### config.mk
export PLATFORM = sky130hd
export DESIGN_NAME = dcache_arbiter_flat
export DESIGN_NICKNAME = d
export VERILOG_FILES = /design/src/rtl/dcache_arbiter_pkg.sv /design/src/rtl/dcache_arbiter_if.sv /design/src/rtl/dcache_arbiter_rr_pick.sv /design/src/rtl/dcache_arbiter.sv /design/src/flat_wrapper.sv
export SDC_FILE = /design/constraint.sdc
export NUM_CORES = 1
export LEC_CHECK = 0
export ABC_AREA = 1
export ABC_CLOCK_PERIOD_IN_PS = 2500
export CAP_MARGIN = 20
export CORE_AREA = 2 2 110 112
export CTS_BUF_LIST = sky130_fd_sc_hd__clkbuf_2 sky130_fd_sc_hd__clkbuf_4 sky130_fd_sc_hd__clkbuf_8
export DETAILED_ROUTE_END_ITERATION = 12
export DIE_AREA = 0 0 112 114
export PLACE_DENSITY = 0.65
export SLEW_MARGIN = 20
export SYNTH_ARGS = -nofsm -noshare
export SYNTH_HDL_FRONTEND = slang
export SYNTH_SLANG_ARGS = --single-unit
### constraint.sdc
create_clock -name clock -period 2.5 [get_ports clock]
set_input_delay 0.75 -clock clock [delete_from_list [all_inputs] [get_ports clock]]
set_output_delay 0.75 -clock clock [all_outputs]
set_load 0.05 [all_outputs]
### src/rtl/dcache_arbiter_pkg.sv
// dcache_arbiter_pkg: shared state, request record and index helper for the data-cache arbiter
package dcache_arbiter_pkg;
  typedef enum logic {IDLE, LOCKED} dc_arb_state_t;
  typedef struct packed {
    logic        rd;
    logic        wr;
    logic [31:0] addr;
    logic [31:0] wr_data;
    logic [3:0]  wr_be;
  } dc_req_t;
  function automatic int next_idx(int g, int n);
    return (g + 1 == n) ? 0 : g + 1;
  endfunction
endpackage

### src/rtl/dcache_arbiter_if.sv
// dcache_arbiter_if: requester-side and cache-side signals of the shared data-cache port
interface dcache_arbiter_if #(
  parameter int NREQ = 2
);
  logic [NREQ-1:0]       req_rd;
  logic [NREQ-1:0]       req_wr;
  logic [NREQ-1:0][31:0] req_addr;
  logic [NREQ-1:0][31:0] req_wr_data;
  logic [NREQ-1:0][3:0]  req_wr_be;
  logic [NREQ-1:0]       req_waitrequest;
  logic [31:0]           req_rd_data;
  logic                  cache_rd;
  logic                  cache_wr;
  logic [31:0]           cache_addr;
  logic [31:0]           cache_wr_data;
  logic [3:0]            cache_wr_be;
  logic [31:0]           cache_data;
  logic                  cache_waitrequest;
  logic [1:0]            grant_idx;
  modport slave (
    input  req_rd, req_wr, req_addr, req_wr_data, req_wr_be, cache_data, cache_waitrequest,
    output req_waitrequest, req_rd_data, cache_rd, cache_wr, cache_addr, cache_wr_data,
           cache_wr_be, grant_idx
  );
  modport master (
    output req_rd, req_wr, req_addr, req_wr_data, req_wr_be, cache_data, cache_waitrequest,
    input  req_waitrequest, req_rd_data, cache_rd, cache_wr, cache_addr, cache_wr_data,
           cache_wr_be, grant_idx
  );
endinterface

### src/rtl/dcache_arbiter_rr_pick.sv
// rr_pick: first set mask bit at or after ptr, wrapping to the lowest set bit
module rr_pick #(
  parameter int N  = 2,
  parameter int IW = $clog2(N)
) (
  input  logic [N-1:0]  mask,
  input  logic [IW-1:0] ptr,
  output logic          valid,
  output logic [IW-1:0] idx
);
  logic          hi_v;
  logic [IW-1:0] hi_i;
  logic [IW-1:0] lo_i;
  always_comb begin
    hi_v = 1'b0;
    hi_i = '0;
    lo_i = '0;
    for (int j = N - 1; j >= 0; j--) begin
      if (mask[j]) begin
        if (IW'(j) >= ptr) begin
          hi_v = 1'b1;
          hi_i = IW'(j);
        end
        lo_i = IW'(j);
      end
    end
    valid = |mask;
    idx   = hi_v ? hi_i : lo_i;
  end
endmodule

### src/rtl/dcache_arbiter.sv
// dcache_arbiter: round-robin sharing of one data-cache port, locked to the owner while the cache stalls
module dcache_arbiter
  import dcache_arbiter_pkg::*;
#(
  parameter int NREQ = 2
) (
  input logic clock,
  input logic reset,
  dcache_arbiter_if.slave bus
);
  localparam int IW = $clog2(NREQ);
  dc_arb_state_t   state;
  logic [IW-1:0]   rr_ptr;
  logic [IW-1:0]   owner;
  logic [IW-1:0]   pick_idx;
  logic [IW-1:0]   g;
  logic [NREQ-1:0] active;
  logic            pick_valid;
  logic            gv;
  logic            done;
  dc_req_t         reqs [NREQ];
  dc_req_t         cmd;
  // a simultaneous read and write is issued as a read only
  for (genvar i = 0; i < NREQ; i++) begin : g_req
    assign reqs[i] = '{
      rd:      bus.req_rd[i],
      wr:      bus.req_wr[i] & ~bus.req_rd[i],
      addr:    bus.req_addr[i],
      wr_data: bus.req_wr_data[i],
      wr_be:   (bus.req_wr[i] & ~bus.req_rd[i]) ? bus.req_wr_be[i] : 4'h0
    };
  end
  assign active = bus.req_rd | bus.req_wr;
  rr_pick #(.N(NREQ)) u_pick (
    .mask(active),
    .ptr(rr_ptr),
    .valid(pick_valid),
    .idx(pick_idx)
  );
  always_comb begin
    g    = (state == LOCKED) ? owner : pick_idx;
    gv   = !reset && ((state == LOCKED) ? active[owner] : pick_valid);
    cmd  = gv ? reqs[g] : '0;
    done = gv && !bus.cache_waitrequest;
  end
  assign bus.cache_rd        = cmd.rd;
  assign bus.cache_wr        = cmd.wr;
  assign bus.cache_addr      = cmd.addr;
  assign bus.cache_wr_data   = cmd.wr_data;
  assign bus.cache_wr_be     = cmd.wr_be;
  assign bus.req_rd_data     = bus.cache_data;
  assign bus.grant_idx       = 2'(g);
  assign bus.req_waitrequest = active & ~(done ? (NREQ'(1) << g) : {NREQ{1'b0}});
  always_ff @(posedge clock) begin
    if (reset) begin
      state  <= IDLE;
      rr_ptr <= '0;
      owner  <= '0;
    end else if (state == IDLE) begin
      if (done) rr_ptr <= IW'(next_idx(int'(g), NREQ));
      else if (gv) begin
        state <= LOCKED;
        owner <= g;
      end
    end else if (!active[owner] || done) begin
      state <= IDLE;
      if (done) rr_ptr <= IW'(next_idx(int'(g), NREQ));
    end
  end
  a_owner_hold: assert property (@(posedge clock) disable iff (reset) (state == LOCKED) |-> active[owner]);
  a_rd_wr_excl: assert property (@(posedge clock) disable iff (reset) !(|(bus.req_rd & bus.req_wr)));
  a_single_cmd: assert property (@(posedge clock) !(bus.cache_rd && bus.cache_wr));
endmodule

### src/flat_wrapper.sv
// flat-port wrapper written by rule: the top's interface ports become plain ports
module dcache_arbiter_flat import dcache_arbiter_pkg::*;
#(
  parameter int NREQ = 2
)
  (clock, reset, bus_req_rd, bus_req_wr, bus_req_addr, bus_req_wr_data, bus_req_wr_be, bus_cache_data, bus_cache_waitrequest, bus_req_waitrequest, bus_req_rd_data, bus_cache_rd, bus_cache_wr, bus_cache_addr, bus_cache_wr_data, bus_cache_wr_be, bus_grant_idx);
  dcache_arbiter_if #(.NREQ(NREQ)) bus_i ();
  input logic clock;
  input logic reset;
  input wire logic [$bits(bus_i.req_rd)-1:0] bus_req_rd;
  input wire logic [$bits(bus_i.req_wr)-1:0] bus_req_wr;
  input wire logic [$bits(bus_i.req_addr)-1:0] bus_req_addr;
  input wire logic [$bits(bus_i.req_wr_data)-1:0] bus_req_wr_data;
  input wire logic [$bits(bus_i.req_wr_be)-1:0] bus_req_wr_be;
  input wire logic [$bits(bus_i.cache_data)-1:0] bus_cache_data;
  input wire logic [$bits(bus_i.cache_waitrequest)-1:0] bus_cache_waitrequest;
  output wire logic [$bits(bus_i.req_waitrequest)-1:0] bus_req_waitrequest;
  output wire logic [$bits(bus_i.req_rd_data)-1:0] bus_req_rd_data;
  output wire logic [$bits(bus_i.cache_rd)-1:0] bus_cache_rd;
  output wire logic [$bits(bus_i.cache_wr)-1:0] bus_cache_wr;
  output wire logic [$bits(bus_i.cache_addr)-1:0] bus_cache_addr;
  output wire logic [$bits(bus_i.cache_wr_data)-1:0] bus_cache_wr_data;
  output wire logic [$bits(bus_i.cache_wr_be)-1:0] bus_cache_wr_be;
  output wire logic [$bits(bus_i.grant_idx)-1:0] bus_grant_idx;
  assign bus_i.req_rd = bus_req_rd;
  assign bus_i.req_wr = bus_req_wr;
  assign bus_i.req_addr = bus_req_addr;
  assign bus_i.req_wr_data = bus_req_wr_data;
  assign bus_i.req_wr_be = bus_req_wr_be;
  assign bus_i.cache_data = bus_cache_data;
  assign bus_i.cache_waitrequest = bus_cache_waitrequest;
  assign bus_req_waitrequest = bus_i.req_waitrequest;
  assign bus_req_rd_data = bus_i.req_rd_data;
  assign bus_cache_rd = bus_i.cache_rd;
  assign bus_cache_wr = bus_i.cache_wr;
  assign bus_cache_addr = bus_i.cache_addr;
  assign bus_cache_wr_data = bus_i.cache_wr_data;
  assign bus_cache_wr_be = bus_i.cache_wr_be;
  assign bus_grant_idx = bus_i.grant_idx;
  dcache_arbiter #(.NREQ(NREQ)) u_core (.clock(clock), .reset(reset), .bus(bus_i));
endmodule
==> impl_metrics.tcl <==
set metrics [dict create \
    cts_tree "built" \
    overflow 0 \
    place_inst 643 \
    fmax_mhz 371.4 \
    groute.usage.overall_pct 15.61 \
    fin_area_um2 6068 \
    dr_total_vias 2924 \
    drt_iter0_drc 84 \
    die_h_um 114 \
    syn-instance-count 323 \
    place_area_um2 4935 \
    violations "setup timing" \
    p_sw_mw 1.030 \
    grt_max_degree 35 \
    yosysSeqAreaShare_pct 3.788 \
    worstPathArrival_ps 1940 \
    dieWidth_um 112 \
    numCtsBuffers 3 \
    grt_setup_unrepaired "yes" \
    synth_nets 498 \
    worstHoldPathType "register to register" \
    final_antenna_net_count 0 \
    pin_count 281 \
    endpoint_kind "output pin" \
    routed_wl_um 11460 \
    path_class "primary input to output pin" \
    drive_above_1_share_pct 57.58 \
    grt_pass1_wl_um 15860 \
    clockBufferDepth 2 \
    p_seq_share_pct 2.5 \
    cts_htree_levels 1 \
    layout_commonest_cell "clkdlybuf4s50_1" \
    clock_skew_ps 7.179 \
    maxCapViolCount 0 \
    internal_power_mw 1.117 \
    antenna_found_initial 0 \
    setup_viol 73 \
    synth_area_um2 1585 \
    row_count 40 \
    finalCriticalPeriod_ps 2692 \
    cts.sinks 3 \
    nNetsFinal 704 \
    required_ps 1750 \
    synth_area_leaders "nor2_1 36%, o21ai_0 19%, buf_4 16%, buf_6 7.1%, nand2_1 4.5%" \
    instances_no_fill 675 \
    ys_seq_elements 3 \
    worst_slack_ps -192.4 \
    start_util_pct 13.54 \
    routed_via_density 4.332 \
    synth_area_leader_cell "nor2_1" \
    syn2layout_area_growth_pct 282.8 \
    port_buffers 215 \
    powerDensity_nw_per_um2 353.8 \
    critPathMaxFanout 9 \
    dpl.hpwl_um 7271 \
    yosys_warnings 0 \
    path_clk_slew_ps 30 \
    cts_hold_buffers 0 \
    final.setup.tns_ps -10740 \
    cts-root-buf "clkbuf_8" \
    die-area_um2 12770 \
    firstDrtPassIters 4 \
    gp_congestion 0.7910 \
    startpoint_type "primary input" \
    finalCritPeriodShare_pct 107.7 \
    combPwrFrac_pct 90.1 \
    final_max_slew_viol_count 0 \
    drc 0 \
    clock_latency_ps 230 \
    diodes 0 \
    total_leakage_power_nw 2.286 \
    grt_pass1_vias 3041 \
    ys_types 16 \
    p_sw_share_pct 47.99 \
    outcome "finished, violations left" \
    place_ws_ps -682.8 \
    pwr-share-clk_pct 7.3 \
    final_cell_mix "137 x clkdlybuf4s50_1, 95 x nor2_4, 79 x buf_12" \
    ir_drop_mv 0.3180 \
    syn_area_per_cell_um2 4.908 \
    synth_top_area_share_pct 36.46 \
    core-area_um2 11710 \
    post_drt_wl_per_cell_um 16.98 \
    final-hold-violation-count 0 \
]
[sequential cells by signal, summed over array words and instances (netlist names)]
register	cells
u_core.owner	1
u_core.state	1
u_core.rr_ptr	1
[kinds of logic (layout without fill, tap and decap cells)]
kind of cell | after synthesis | after routing | share of synthesized area [%]
simple gates | 181 | 181 | 44.20
compound gates | 69 | 69 | 22.02
buf+inv | 69 | 274 | 29.76
flops | 3 | 3 | 3.789
other cells | 1 | 1 | 0.2366
[timing repair]
action / 4_1_cts / 5_1_grt
buffers inserted: 8 / 7
endpoints found under the setup margin: 73 / 72
resized for setup: 173 / 78
gates cloned: 9 / 4
pin swaps: 15 / 4
[final cells by class]
| class | count | area [um^2] |
|---|---|---|
| Inverter | 13 | 80.08 |
| Clock buffer | 4 | 48.80 |
| Sequential cell | 3 | 60.06 |
| Tap cell | 147 | 183.9 |
| Timing Repair Buffer | 257 | 3580 |
| Fill cell | 1030 | 5643 |
| Multi-Input combinational cell | 251 | 2116 |
[Yosys cell counts]
| master | number |
|---|---|
| buf_2 | 8 |
| buf_4 | 34 |
| buf_6 | 10 |
| clkbuf_1 | 4 |
| conb_1 | 1 |
| dfxtp_1 | 3 |
| inv_1 | 11 |
| inv_2 | 2 |
| nand2_1 | 19 |
| nand2_2 | 4 |
| nand2_4 | 1 |
| nand3_1 | 3 |
| nor2_1 | 154 |
| o21ai_0 | 61 |
| o21ai_1 | 7 |
| o21ai_2 | 1 |
[power groups by stage]
| stage | clock, mW | combinational, mW | sequential (mW) |
|---|---|---|---|
| 2_1_floorplan | 0 | 0.916 | 0.0539 |
| 3_3_place_gp | 0 | 1.55 | 0.0542 |
| 3_5_place_dp | 0 | 1.57 | 0.0547 |
| 4_1_cts | 0.160 | 1.80 | 0.0542 |
| 5_1_grt | 0.167 | 2.01 | 0.0546 |
| 6_report | 0.157 | 1.94 | 0.0543 |
[worst max-delay path, stage by stage]
cell     delay, ps
buf_8          100
nor2_4         110
nor2_2          50
nand2_2        110
nand2_8        120
buf_12         160
buf_16         150
o21ai_2        180
nor2_4          50
buf_12         140
[per-layer routing]
metal	part of all wire (%)	vias up	wire length [um]	global-route usage [%]
li1	-	1389	-	-
met1	35	1347	4050	17.23
met2	54	154	6148	28.40
met3	7.9	34	911	4.570
met4	3.1	0	352	5.854
met5	0	-	0	0
[path summary, 6_finish.rpt]
path                                                start                          to  slack [ps]  depth (start not counted)
worst max-delay path                        bus_req_wr[1]          bus_cache_addr[20]        -190                         10
worst max register to register    u_core.state$_SDFF_PP0_  u_core.rr_ptr$_SDFFE_PP0P_        1090                          9
worst min register to register  u_core.owner$_SDFFE_PP0P_   u_core.owner$_SDFFE_PP0P_         540                          2
worst min-delay path            u_core.owner$_SDFFE_PP0P_   u_core.owner$_SDFFE_PP0P_         540                          2
[stage by stage]
step / total power [mW] / hold WS [ps] / utilization, %
floorplan: 0.9698 / 488.5 / -
global route: 2.234 / 584.1 / 51.82
finish: 2.147 / 538.7 / 51.82
CTS: 2.015 / 546.9 / 47.79
detailed placement: 1.624 / 516.6 / 42.14
global placement: 1.609 / 506.8 / 42.14
(Power assumes the default switching activity.)
